`src/rtl/gl3456_out_fifo_if.sv`:
```
// rtl/gl3456_out_fifo_if.sv - upstream/downstream stream bundle for the output FIFO
// The FIFO takes the slave view; the producer/consumer side takes the master view.
interface gl3456_out_fifo_if #(
  parameter int D_WIDTH = 8
);
  logic [D_WIDTH-1:0] up_data;
  logic               up_valid;
  logic               up_tlast;
  logic               up_tuser;
  logic               up_ready;
  logic [D_WIDTH-1:0] down_data;
  logic               down_valid;
  logic               down_tlast;
  logic               down_tuser;
  logic               down_ready;

  modport slave (
    input  up_data, up_valid, up_tlast, up_tuser, down_ready,
    output up_ready, down_data, down_valid, down_tlast, down_tuser
  );

  modport master (
    output up_data, up_valid, up_tlast, up_tuser, down_ready,
    input  up_ready, down_data, down_valid, down_tlast, down_tuser
  );
endinterface

```
`src/rtl/gl3456_out_fifo.sv`:
```
// rtl/gl3456_out_fifo.sv - show-ahead stream FIFO after the 2x2 decimation queue
// Define GL3456_FRAME_DROP_EN to drop on overflow and resync on start-of-frame.
module gl3456_out_fifo #(
  parameter int D_WIDTH    = 8,
  parameter int DEPTH_LOG2 = 4
) (
  input  logic                  clk,
  input  logic                  rst,
  gl3456_out_fifo_if.slave      bus,
  output logic [DEPTH_LOG2:0]   fill_level,
  output logic                  frame_dropped
);
  localparam int DEPTH = 1 << DEPTH_LOG2;

  logic [DEPTH_LOG2:0] wptr_q, wptr_d;
  logic [DEPTH_LOG2:0] rptr_q, rptr_d;
  logic [D_WIDTH+1:0]  mem_q [DEPTH];
  logic [D_WIDTH+1:0]  head;
  logic                empty;
  logic                full;
  logic                accept;
  logic                push;
  logic                pop;

  assign empty = (wptr_q == rptr_q);
  assign full  = (wptr_q[DEPTH_LOG2] != rptr_q[DEPTH_LOG2]) &&
                 (wptr_q[DEPTH_LOG2-1:0] == rptr_q[DEPTH_LOG2-1:0]);

`ifdef GL3456_FRAME_DROP_EN
  typedef enum logic {ST_PASS, ST_DROP} state_t;
  state_t state_q, state_d;

  always_ff @(posedge clk or negedge rst) begin
    if (!rst) state_q <= ST_PASS;
    else      state_q <= state_d;
  end

  // Overflow never back-pressures: the beat is lost and we wait for the next SOF.
  always_comb begin
    state_d       = state_q;
    accept        = 1'b0;
    frame_dropped = 1'b0;
    case (state_q)
      ST_PASS: begin
        if (bus.up_valid) begin
          if (full) begin
            state_d       = ST_DROP;
            frame_dropped = 1'b1;
          end else begin
            accept = 1'b1;
          end
        end
      end
      ST_DROP: begin
        if (bus.up_valid && bus.up_tuser && !full) begin
          accept  = 1'b1;
          state_d = ST_PASS;
        end
      end
      default: state_d = ST_PASS;
    endcase
  end

  assign bus.up_ready = rst;
`else
  assign accept        = 1'b1;
  assign frame_dropped = 1'b0;
  assign bus.up_ready  = rst && !full;
`endif

  // In drop mode up_ready stays high when full, so full must also gate the write.
  assign push = bus.up_valid && bus.up_ready && accept && !full;
  assign pop  = !empty && bus.down_ready;

  always_comb begin
    wptr_d = wptr_q;
    rptr_d = rptr_q;
    if (push) wptr_d = wptr_q + 1'b1;
    if (pop)  rptr_d = rptr_q + 1'b1;
  end

  always_ff @(posedge clk or negedge rst) begin
    if (!rst) begin
      wptr_q <= '0;
      rptr_q <= '0;
    end else begin
      wptr_q <= wptr_d;
      rptr_q <= rptr_d;
    end
  end

  always_ff @(posedge clk) begin
    if (push) mem_q[wptr_q[DEPTH_LOG2-1:0]] <= {bus.up_tuser, bus.up_tlast, bus.up_data};
  end

  assign head       = mem_q[rptr_q[DEPTH_LOG2-1:0]];
  assign fill_level = wptr_q - rptr_q;

  always_comb begin
    bus.down_valid = !empty;
    bus.down_data  = '0;
    bus.down_tlast = 1'b0;
    bus.down_tuser = 1'b0;
    if (!empty) begin
      bus.down_data  = head[D_WIDTH-1:0];
      bus.down_tlast = head[D_WIDTH];
      bus.down_tuser = head[D_WIDTH+1];
    end
  end
endmodule
```
`src/flat_wrapper.sv`:
```
// flat-port wrapper written by rule: the top's interface ports become plain ports
module gl3456_out_fifo_flat 
#(
  parameter int D_WIDTH    = 8,
  parameter int DEPTH_LOG2 = 4
)
  (clk, rst, fill_level, frame_dropped, bus_up_data, bus_up_valid, bus_up_tlast, bus_up_tuser, bus_down_ready, bus_up_ready, bus_down_data, bus_down_valid, bus_down_tlast, bus_down_tuser);
  gl3456_out_fifo_if #(.D_WIDTH(D_WIDTH)) bus_i ();
  input  logic clk;
  input  logic rst;
  output logic [DEPTH_LOG2:0] fill_level;
  output logic frame_dropped;
  input wire logic [$bits(bus_i.up_data)-1:0] bus_up_data;
  input wire logic [$bits(bus_i.up_valid)-1:0] bus_up_valid;
  input wire logic [$bits(bus_i.up_tlast)-1:0] bus_up_tlast;
  input wire logic [$bits(bus_i.up_tuser)-1:0] bus_up_tuser;
  input wire logic [$bits(bus_i.down_ready)-1:0] bus_down_ready;
  output wire logic [$bits(bus_i.up_ready)-1:0] bus_up_ready;
  output wire logic [$bits(bus_i.down_data)-1:0] bus_down_data;
  output wire logic [$bits(bus_i.down_valid)-1:0] bus_down_valid;
  output wire logic [$bits(bus_i.down_tlast)-1:0] bus_down_tlast;
  output wire logic [$bits(bus_i.down_tuser)-1:0] bus_down_tuser;
  assign bus_i.up_data = bus_up_data;
  assign bus_i.up_valid = bus_up_valid;
  assign bus_i.up_tlast = bus_up_tlast;
  assign bus_i.up_tuser = bus_up_tuser;
  assign bus_i.down_ready = bus_down_ready;
  assign bus_up_ready = bus_i.up_ready;
  assign bus_down_data = bus_i.down_data;
  assign bus_down_valid = bus_i.down_valid;
  assign bus_down_tlast = bus_i.down_tlast;
  assign bus_down_tuser = bus_i.down_tuser;
  gl3456_out_fifo #(.D_WIDTH(D_WIDTH), .DEPTH_LOG2(DEPTH_LOG2)) u_core (.clk(clk), .rst(rst), .bus(bus_i), .fill_level(fill_level), .frame_dropped(frame_dropped));
endmodule
```
`config.mk`:
```
export PLATFORM = sky130hd
export DESIGN_NAME = gl3456_out_fifo_flat
export DESIGN_NICKNAME = d
export VERILOG_FILES = /design/src/rtl/gl3456_out_fifo_if.sv /design/src/rtl/gl3456_out_fifo.sv /design/src/flat_wrapper.sv
export SDC_FILE = /design/constraint.sdc
export NUM_CORES = 1
export LEC_CHECK = 0
export ABC_AREA = 0
export CAP_MARGIN = 20
export CORE_MARGIN = 4
export CORE_UTILIZATION = 60
export DETAILED_ROUTE_END_ITERATION = 8
export PLACE_DENSITY = 0.85
export SYNTH_ARGS = -nofsm -noshare
export SYNTH_HDL_FRONTEND = slang
export SYNTH_SLANG_ARGS = --single-unit
```
`constraint.sdc`:
```
create_clock -name clk -period 3.35 [get_ports clk]
set_input_delay 0.67 -clock clk [delete_from_list [all_inputs] [get_ports clk]]
set_output_delay 0.67 -clock clk [all_outputs]
set_load 0.1 [all_outputs]
```
* Word-level counts from Yosys, hierarchy flattened
Memory sizes are Yosys's and may differ from the RTL's.
Index checks and enable logic that the tools add are counted.
** Storage, ports and cells
- Memories kept :: 1
- Input port bits :: 14
- RAM bits :: 160
- Register bits :: 10
- Output and inout bits :: 18
- Word-level logic and storage cells :: 21
** Operators by class
- Reductions and logical operators :: 7
- Equality and inequality tests :: 3
- Add/subtract/negate cells :: 3
- Multiplexer cells :: 5
** Memories
- u_core.mem_q :: words 16, width 10, rd ports 1, clocked after memory_dff 0, write ports 1, RTL line gl3456_out_fifo.sv:17 : logic [D_WIDTH+1:0] mem_q [DEPTH];
** Operators by type and width (count)
- $add 5x1->5 const B :: 2
- $mux 8 :: 1
- $eq 5x5->1 :: 1
- $logic_and 1x1->1 :: 5
- $sub 5x5->5 :: 1
- $eq 4x4->1 :: 1
- $mux 1 :: 4
- $logic_not 1->1 :: 2
- $ne 1x1->1 :: 1

* Depth between registers and ports, before layout
Gate-level depths: netlist of run 1.
- Depth in word-level cells :: 8
- Depth in mapped cells :: 9
- Gate-level depth less buffers :: 7

* Worst setup path after synthesis of run 1
Ideal clock, no wire load.
- Kind :: register to output
- Start :: reg u_core.rptr_q[1]
- End :: out fill_level[3]
- Arrival :: 3.047 ns
- Required time :: 2.680 ns
- Path slack :: -0.367 ns
- Buffers on the path :: 2
- Cell stages (with the launch flop) :: 8
- Cells stage by stage :: dfrtp_1 -> clkbuf_1 -> clkbuf_1 -> inv_1 -> ha_1 -> a21o_1 -> a21oi_1 -> xnor2_1
** On the way
- Word-level cells in the longest chain between the ends :: 1
** Ends and longest elaborated chain
- start: declaration :: RTL line gl3456_out_fifo.sv:16 : logic [DEPTH_LOG2:0] rptr_q, rptr_d;
- start signal: assignment :: RTL line gl3456_out_fifo.sv:88 : rptr_q <= rptr_d;
- $sub 5x5->5 :: RTL line gl3456_out_fifo.sv:97 : assign fill_level = wptr_q - rptr_q;
- end: declaration :: RTL line flat_wrapper.sv:11 : output logic [DEPTH_LOG2:0] fill_level;
Every way passes these cells.

* Worst setup path after layout of run 1
- Start :: reg u_core.wptr_q[0]
- End :: out bus_down_data[0]
** On the way
- Word-level cells in the longest chain between the ends :: 2
** Ends and longest elaborated chain
- start: declaration :: RTL line gl3456_out_fifo.sv:15 : logic [DEPTH_LOG2:0] wptr_q, wptr_d;
- start signal: assignment :: RTL line gl3456_out_fifo.sv:87 : wptr_q <= wptr_d;
- $eq 5x5->1 :: RTL line gl3456_out_fifo.sv:25 : assign empty = (wptr_q == rptr_q);
- $mux 8 :: RTL line gl3456_out_fifo.sv:104 : if (!empty) begin
- end: declaration :: RTL line flat_wrapper.sv:19 : output wire logic [$bits(bus_i.down_data)-1:0] bus_down_data;
Every way passes these cells.

==> impl_metrics.py, run 1 <==
metrics = {
    "status": {
        "status": "complete, no violations",
    },
    "clock_network": {
        "cts_buffer_depth": 2,
        "cts_tree": "done",
        "cts_max_level": 4,
        "clkSlewWorstSetupHoldPaths_ns": 0.06,
        "cts.sinks": 170,
        "cts_made_buffers": 17,
        "clk_latency_ns": 0.43,
        "cts_root_buf": "clkbuf_16",
    },
    "run": {
        "maxCapViolCount": 0,
    },
    "min_path": {
        "min_path_type": "reg -> reg",
        "hold_start": "u_core.wptr_q[4]",
        "worstHoldPathCells": 1,
        "whs_endpoint": "u_core.wptr_q[4]",
    },
    "synth": {
        "ys_seq_elements": 170,
        "synth.distinct_cells": 33,
        "ys_warn_count": 0,
        "syn_nets": 364,
        "avgSynthCellArea_um2": 20.2,
        "synthCells": 340,
        "ys_seq_area_frac": 0.737,
        "synth_area_um2": 6860,
    },
    "global_route": {
        "grt_pass1_wl_um": 22100,
        "grt_max_degree": 44,
        "grt_overflow": 0,
        "grt_usage": 0.234,
        "grt_antenna_before_repair": 0,
        "first_global_vias": 3673,
    },
    "critical_path": {
        "worstSetupStartpointType": "flip-flop",
        "critPathRequiredTime_ns": 2.68,
        "cp_data_arrival_time_ns": 2.61,
        "regToRegEndpoint": "u_core.mem_q[1][6]",
        "reg2reg_depth": 6,
        "crit_fanout": 10,
        "regToRegSetupSlack_ns": 0.55,
        "critical_path_class": "reg -> out",
        "r2r_start": "u_core.wptr_q[0]",
        "crit_path_end_kind": "output port",
    },
    "floorplanning": {
        "initial_utilization": 0.622,
        "die_w_um": 115,
        "die_h_um": 115,
        "dieArea_um2": 13200,
        "core_um2": 11000,
        "fp-row-count": 38,
        "pin_count": 32,
    },
    "sta": {
        "fin_worst_skew_ns": 0.0104,
        "tightest_slew_ns": 0.677,
        "min_period_ns": 3.28,
        "hold_viol_final": 0,
        "final-setup-viol-count": 0,
        "period_share": 0.978,
        "drv_slew": 0,
        "slew_headroom": 0.547,
        "hold_ws_ns": 0.550,
        "finalSetupTns_ns": 0,
        "clock.fmax_mhz": 305,
    },
    "detailed_routing": {
        "drc_errors": 0,
        "via_per_inst": 6.45,
        "first_pass_iters": 5,
        "vias": 3470,
        "wl_per_cell_um": 26.4,
        "postRouteAntennaNets": 0,
        "drt-initial-drc-count": 416,
        "postRouteWirelength_um": 14200,
    },
    "place": {
        "dp_hpwl_um": 8280,
        "gp_congestion": 0.771,
        "port_buffers": 30,
    },
    "cells_and_area": {
        "num_antenna_cells": 0,
        "synthToLayoutAreaGrowth_pct": 19.4,
        "final_cell_mix": "edfxtp_1, mux4_2, nand2_1, clkbuf_16, buf_12",
        "drive_gt1_frac": 0.314,
        "final_common_cell": "edfxtp_1",
        "fill_cells": 603,
        "nets": 410,
    },
}
[through the flow]
step                       util  cell area [µm²]  setup WS [ns]  instances
after floorplan               -             6890        -0.0627        340
after global placement    0.679             7490          0.482        504
after detailed placement  0.679             7490          0.377        504
after CTS                 0.739             8150         0.0185        535
after global routing      0.742             8180       -0.00542        538
final                     0.742             8180         0.0738        538
[worst max-delay path, cell delays in order (launching register included)]
cell and delay (ns):
dfrtp_1 0.39, inv_1 0.12, ha_1 0.35, nand4_4 0.14, or2_4 0.28, and3_2 0.30, a221o_2 0.41, buf_12 0.18
[logic make-up after synthesis]
logic type,synth area share
buffers and inverters,0.0214
XOR/XNOR,0.0166
AO/OA/AOI/OAI,0.0303
flip-flops,0.737
other,0.000547
adder cells (fa/ha/maj),0.0193
multiplexers,0.133
AND/OR/NAND/NOR,0.0416
[per-layer routing]
metal	wire (µm)	global-route usage	vias to the layer above
li1	-	-	1470
met1	5500	0.320	1790
met2	7290	0.376	179
met3	1080	0.0621	31
met4	330	0.0743	0
met5	0	0	-
[state kept, by name, summed over array words and instances, names as in the netlist]
register,cells
u_core.mem_q,160
u_core.wptr_q,5
u_core.rptr_q,5
[cells in the mapped netlist]
master    count  area, µm²
and3_4        1       11.3
fa_1          1       20.0
a21oi_1      12       60.1
o211a_1       1       10.0
and3_1        1       6.26
o21ai_1       1       5.00
buf_6         5       56.3
buf_2         3       15.0
a21o_1        2       15.0
buf_4         3       22.5
mux4_2       40        901
xnor2_1       9       78.8
a221o_1      10        100
and2_1        8       50.1
nor3b_1       5       37.5
nand2_1      23       86.3
conb_1        1       3.75
nand4_1       1       6.26
o21a_1        1       7.51
xor2_1        4       35.0
o21ai_0       2       10.0
and4_1        4       35.0
edfxtp_1    160       4800
mux2_2        1       11.3
dfrtp_1      10        250
inv_1         7       26.3
clkbuf_1      7       26.3
and3b_1       1       8.76
ha_1          9        113
or2_4         1       8.76
nor2_1        2       7.51
nand4_2       1       12.5
nand3_1       3       15.0
[layout make-up]
cell class / count / area (µm²) / share of cell area
clock buffers: 17 / 425 / 0.0520
repair buffers: 45 / 574 / 0.0702
multi-input cells: 145 / 1720 / 0.210
flip-flops and latches: 170 / 5060 / 0.618
clock inverters: 14 / 206 / 0.0252
inverters: 7 / 26.3 / 0.00321
well taps: 140 / 175 / 0.0214
[how the worst max path moves through the flow]
| stage | cells past startpoint | start | endpoint | slack, ns |
|---|---|---|---|---|
| global placement | 6 | u_core.wptr_q[3] | bus_down_data[0] | 0.48 |
| CTS | 7 | u_core.wptr_q[0] | bus_down_data[0] | 0.02 |
| detailed placement | 6 | u_core.wptr_q[3] | bus_down_data[0] | 0.38 |
| finish | 7 | u_core.wptr_q[0] | bus_down_data[0] | 0.07 |
| floorplan | 5 | u_core.rptr_q[1] | fill_level[2] | -0.06 |
| global route | 7 | u_core.wptr_q[0] | bus_down_tlast | -0.005 |
[repair_timing]
item	CTS	global route
resized for setup	3	4
setup endpoints to repair	10	10
endpoints found under the hold margin	0	0
hold buffers	0	0
buffers inserted	0	3
Power of run 1 is left out: the tool's default activity adds up to more than one toggle a clock period on the data nets, which glitch-free logic cannot reach.
==> inputs of run 2 (changes only) <==
--- a/config.mk
+++ b/config.mk
@@ -11,6 +11,8 @@
 export CORE_UTILIZATION = 60
 export DETAILED_ROUTE_END_ITERATION = 8
 export PLACE_DENSITY = 0.85
+export SETUP_SLACK_MARGIN = 0.3
+export SLEW_MARGIN = 5
 export SYNTH_ARGS = -nofsm -noshare
 export SYNTH_HDL_FRONTEND = slang
 export SYNTH_SLANG_ARGS = --single-unit
==> run 2 against run 1 <==
Effect of this change:
- sequential share of layout area decreased by 1.4 points
- final cell count increased by 2.0%
- count of clock-buffer cells in the layout increased by 1
- critical endpoint is now bus_down_data[2]
- fmax increased by 5.3%
- largest cell class unchanged
==> impl_metrics.py, run 2 (synthesis results as in run 1) <==
metrics = {
    "detailed_routing": {
        "drc_errors": 0,
        "wl_per_cell_um": 28.8,
        "via_per_inst": 6.76,
        "first_pass_iters": 7,
        "drt-initial-drc-count": 564,
        "postRouteAntennaNets": 0,
        "vias": 3709,
        "postRouteWirelength_um": 15800,
    },
    "clock_network": {
        "cts_tree": "done",
        "cts_max_level": 4,
        "clkSlewWorstSetupHoldPaths_ns": 0.06,
        "cts_root_buf": "clkbuf_16",
        "cts.sinks": 170,
        "clk_latency_ns": 0.42,
        "cts_made_buffers": 17,
        "cts_hold_buf": 0,
        "cts_buffer_depth": 2,
    },
    "cells_and_area": {
        "num_antenna_cells": 0,
        "synthToLayoutAreaGrowth_pct": 22.2,
        "final_cell_mix": "edfxtp_1, mux4_2, nand2_1, buf_4",
        "largest_reg_flops": 160,
        "nets": 421,
        "fill_cells": 566,
        "final_common_cell": "edfxtp_1",
        "drive_gt1_frac": 0.350,
        "multi_input_comb_area_um2": 1880,
        "seqCellArea_um2": 5060,
    },
    "critical_path": {
        "critPathRequiredTime_ns": 2.68,
        "path_buf_inv": 3,
        "crit_family": "multiplexers",
        "crit_fanout": 15,
        "slowest_delay_ns": 0.55,
        "cpMostUsedCell": "buf_12",
        "crit_chain": "buf_12 > buf_16 > mux4_2 > nand2_1 > a21oi_1 > a221o_4 > buf_12",
        "cp_slowest_cell": "mux4_2",
        "critical_path_class": "reg -> out",
        "worstSetupStartpointType": "flip-flop",
        "crit_path_end_kind": "output port",
        "cp_data_arrival_time_ns": 2.44,
    },
    "place": {
        "gp_congestion": 0.842,
        "port_buffers": 30,
        "dp_hpwl_um": 8180,
    },
    "global_route": {
        "grt_antenna_before_repair": 0,
        "grt_usage": 0.251,
        "grt_overflow": 0,
        "grt_pass1_wl_um": 23300,
        "first_global_vias": 3728,
        "grt_max_degree": 44,
    },
    "floorplanning": {
        "pin_count": 32,
        "initial_utilization": 0.622,
        "die_h_um": 115,
        "fp-row-count": 38,
        "dieArea_um2": 13200,
        "die_w_um": 115,
        "core_um2": 11000,
    },
    "run": {
        "maxCapViolCount": 0,
    },
    "sta": {
        "min_period_ns": 3.11,
        "tightest_slew_ns": 0.674,
        "slew_headroom": 0.551,
        "finalSetupTns_ns": 0,
        "period_share": 0.929,
        "rsz0062_at_grt": "yes",
        "drv_slew": 0,
        "hold_viol_final": 0,
        "final-setup-viol-count": 0,
        "clock.fmax_mhz": 321,
        "fin_worst_skew_ns": 0.0128,
    },
    "status": {
        "status": "complete, no violations",
    },
    "min_path": {
        "min_path_type": "reg -> reg",
    },
}
==> run 2: worst reg2reg max path, stage by stage, from the launching register on <==
cell	delay, ns
dfrtp_2	0.42
buf_12	0.15
ha_4	0.25
nand4_4	0.07
buf_4	0.11
buf_4	0.11
o211a_1	0.34
nor3b_1	0.46
and2_1	0.61
==> run 2: area by class of cell <==
class,count,share of cell area
flip-flops and latches,170,0.604
clock buffers,18,0.0512
inverters,7,0.00314
well taps,140,0.0209
clock inverters,13,0.0115
multi-input cells,147,0.225
repair buffers,54,0.0845
==> run 2: path summary, 6_finish.rpt <==
| kind | from | end | cells after the start | slack [ns] |
|---|---|---|---|---|
| max | u_core.rptr_q[0] | bus_down_data[2] | 7 | 0.24 |
| max reg2reg | u_core.rptr_q[0] | u_core.mem_q[3][0] | 8 | 0.46 |
| min reg2reg | u_core.wptr_q[4] | u_core.wptr_q[4] | 1 | 0.56 |
| min in group asynchronous | rst | u_core.rptr_q[3] | 2 | 0.65 |
| min | u_core.wptr_q[4] | u_core.wptr_q[4] | 1 | 0.56 |
| max in group asynchronous | rst | u_core.wptr_q[3] | 2 | 2.53 |
==> run 2: routing by layer <==
metal  GRT usage  share of wire  vias up
met3      0.0563          0.085       45
met1       0.351           0.38     1894
met2       0.392           0.50      277
li1            -              -     1493
met5           0              0        -
met4       0.102          0.033        0
==> run 2: what timing repair did <==
| item | in CTS | in global routing |
|---|---|---|
| pin swaps | 4 | 13 |
| setup endpoints to repair | 11 | 11 |
| buffers inserted | 6 | 5 |
| cloned | 3 | 1 |
| gates resized for setup | 12 | 3 |
==> run 2: metrics by stage <==
stage,setup WS (ns),hold WS (ns),instance area (µm²),instances,util
detailed placement,0.458,0.532,7630,503,0.692
CTS,0.217,0.545,8300,543,0.752
finish,0.238,0.565,8380,549,0.760
global route,0.192,0.583,8380,549,0.760
global placement,0.499,0.511,7630,503,0.692
floorplan,0.300,0.374,7050,340,-
Power of run 2 is left out for the same reason.
==> inputs of run 3 (changes only) <==
--- a/config.mk
+++ b/config.mk
@@ -11,7 +11,7 @@
 export CORE_UTILIZATION = 60
 export DETAILED_ROUTE_END_ITERATION = 8
 export PLACE_DENSITY = 0.85
-export SETUP_SLACK_MARGIN = 0.3
+export SETUP_SLACK_MARGIN = 0.4
 export SLEW_MARGIN = 5
 export SYNTH_ARGS = -nofsm -noshare
 export SYNTH_HDL_FRONTEND = slang
==> run 3 against run 2 <==
Effect of this change:
- die area unchanged
- via count grew 0.84%
- register-to-register slack got worse by 0.02 ns
- flip-flop and latch count unchanged
- hold slack lost 0.024 ns
- final cell count rose by 0.55%
- setup slack got worse by 0.058 ns
- global-route usage down 1.0 points
- first-iteration DRC count decreased by 19%
- clock skew decreased by 0.0051 ns
==> impl_metrics.py, run 3 (synthesis results as in run 1) <==
metrics = {
    "sta": {
        "tightest_slew_ns": 0.703,
        "slew_headroom": 0.531,
        "hold_viol_final": 0,
        "finalSetupTns_ns": 0,
        "fin_worst_skew_ns": 0.00772,
        "period_share": 0.946,
        "drv_slew": 0,
        "final-setup-viol-count": 0,
        "rsz0062_at_grt": "yes",
        "clock.fmax_mhz": 316,
        "min_period_ns": 3.17,
    },
    "detailed_routing": {
        "vias": 3740,
        "postRouteAntennaNets": 0,
        "drt-initial-drc-count": 457,
        "first_pass_iters": 5,
        "via_per_inst": 6.78,
        "wl_per_cell_um": 28.9,
        "postRouteWirelength_um": 16000,
        "drc_errors": 0,
    },
    "global_route": {
        "grt_antenna_before_repair": 0,
        "grt.busiest_layer": "met2",
        "grt_max_degree": 33,
        "grt_usage": 0.241,
        "grt_use_met2": 0.383,
        "grt_util_met3": 0.0489,
        "grt_pass1_wl_um": 22400,
        "use_met1": 0.338,
        "first_global_vias": 3579,
        "grt_overflow": 0,
    },
    "floorplanning": {
        "pin_count": 32,
        "core_um2": 11000,
        "die_h_um": 115,
        "die_w_um": 115,
        "dieArea_um2": 13200,
        "fp-row-count": 38,
        "initial_utilization": 0.622,
    },
    "critical_path": {
        "r2r_start": "u_core.rptr_q[3]",
        "regToRegSetupSlack_ns": 0.44,
        "crit_path_end_kind": "output port",
        "reg2reg_depth": 8,
        "worstSetupStartpointType": "flip-flop",
        "crit_end": "bus_down_data[6]",
        "critPathRequiredTime_ns": 2.68,
        "regToRegEndpoint": "u_core.mem_q[0][4]",
        "startpoint": "u_core.rptr_q[2]",
        "crit_fanout": 5,
        "cp_data_arrival_time_ns": 2.50,
        "critical_path_class": "reg -> out",
    },
    "clock_network": {
        "cts_made_buffers": 17,
        "cts_hold_buf": 0,
        "clk_latency_ns": 0.42,
        "cts.sinks": 170,
        "clkSlewWorstSetupHoldPaths_ns": 0.06,
        "cts_root_buf": "clkbuf_16",
        "cts_tree": "done",
        "cts_max_level": 4,
        "cts_buffer_depth": 2,
    },
    "cells_and_area": {
        "final_common_cell": "edfxtp_1",
        "num_antenna_cells": 0,
        "drive_gt1_frac": 0.345,
        "nets": 424,
        "final_util": 0.765,
        "synthToLayoutAreaGrowth_pct": 23.1,
        "largest_reg_flops": 160,
        "final_cell_mix": "edfxtp_1, mux4_2, nand2_1, buf_4, clkbuf_16",
        "final_cells": 552,
        "final_area_um2": 8440,
    },
    "place": {
        "port_buffers": 30,
        "dp_hpwl_um": 8070,
        "place_inst": 503,
        "gp_congestion": 0.836,
        "place_area_um2": 7620,
    },
    "run": {
        "maxCapViolCount": 0,
    },
    "status": {
        "status": "complete, no violations",
    },
    "min_path": {
        "min_path_type": "reg -> reg",
    },
}
run 3: changes by cell type in the layout (fill, tap and decap cells not counted), sizes merged:
cell and change:
clkinv +5, bufinv +2, buf +2, inv -2, clkinvlp -4
run 3: worst min-delay path by stage:
stage / start / end / slack (ns) / cells after the start
after floorplan: rst / u_core.rptr_q[0] / 0.37 / 0
after global placement: u_core.rptr_q[4] / u_core.rptr_q[4] / 0.51 / 1
after detailed placement: u_core.wptr_q[4] / u_core.wptr_q[4] / 0.52 / 1
after CTS: u_core.wptr_q[4] / u_core.wptr_q[4] / 0.54 / 1
after global routing: u_core.wptr_q[4] / u_core.wptr_q[4] / 0.59 / 1
final: u_core.wptr_q[4] / u_core.wptr_q[4] / 0.54 / 1
run 3: layer usage:
metal	wire length (µm)	vias to the layer above
li1	-	1505
met1	6080	1946
met2	8180	252
met3	1310	37
met4	403	0
met5	0	-
run 3: final cells by class:
type,instances,area [µm²]
clock buffers,17,425
clock inverters,14,129
fillers,546,2590
inverters,7,33.8
multi-input cells,147,1880
flip-flops and latches,170,5060
well taps,140,175
repair buffers,57,732
run 3: repair_timing:
| item | in CTS | in global routing |
|---|---|---|
| gates cloned | 2 | 3 |
| gates resized for setup | 18 | 3 |
| pin swaps | 2 | 2 |
| endpoints found under the setup margin | 11 | 11 |
| buffers inserted | 9 | 4 |
run 3: stage by stage:
step	hold WS (ns)	setup slack [ns]
6_report	0.540	0.181
5_1_grt	0.586	0.137
4_1_cts	0.539	0.220
3_5_place_dp	0.521	0.462
3_3_place_gp	0.511	0.542
2_1_floorplan	0.374	0.372
run 3: critical path, stage by stage, from the launching register on:
cell and delay [ns]:
dfrtp_1 0.43, inv_4 0.07, ha_4 0.32, nand4_4 0.13, or2_4 0.32, and3_4 0.22, a221o_4 0.41, buf_12 0.17
Power of run 3 is left out for the same reason.
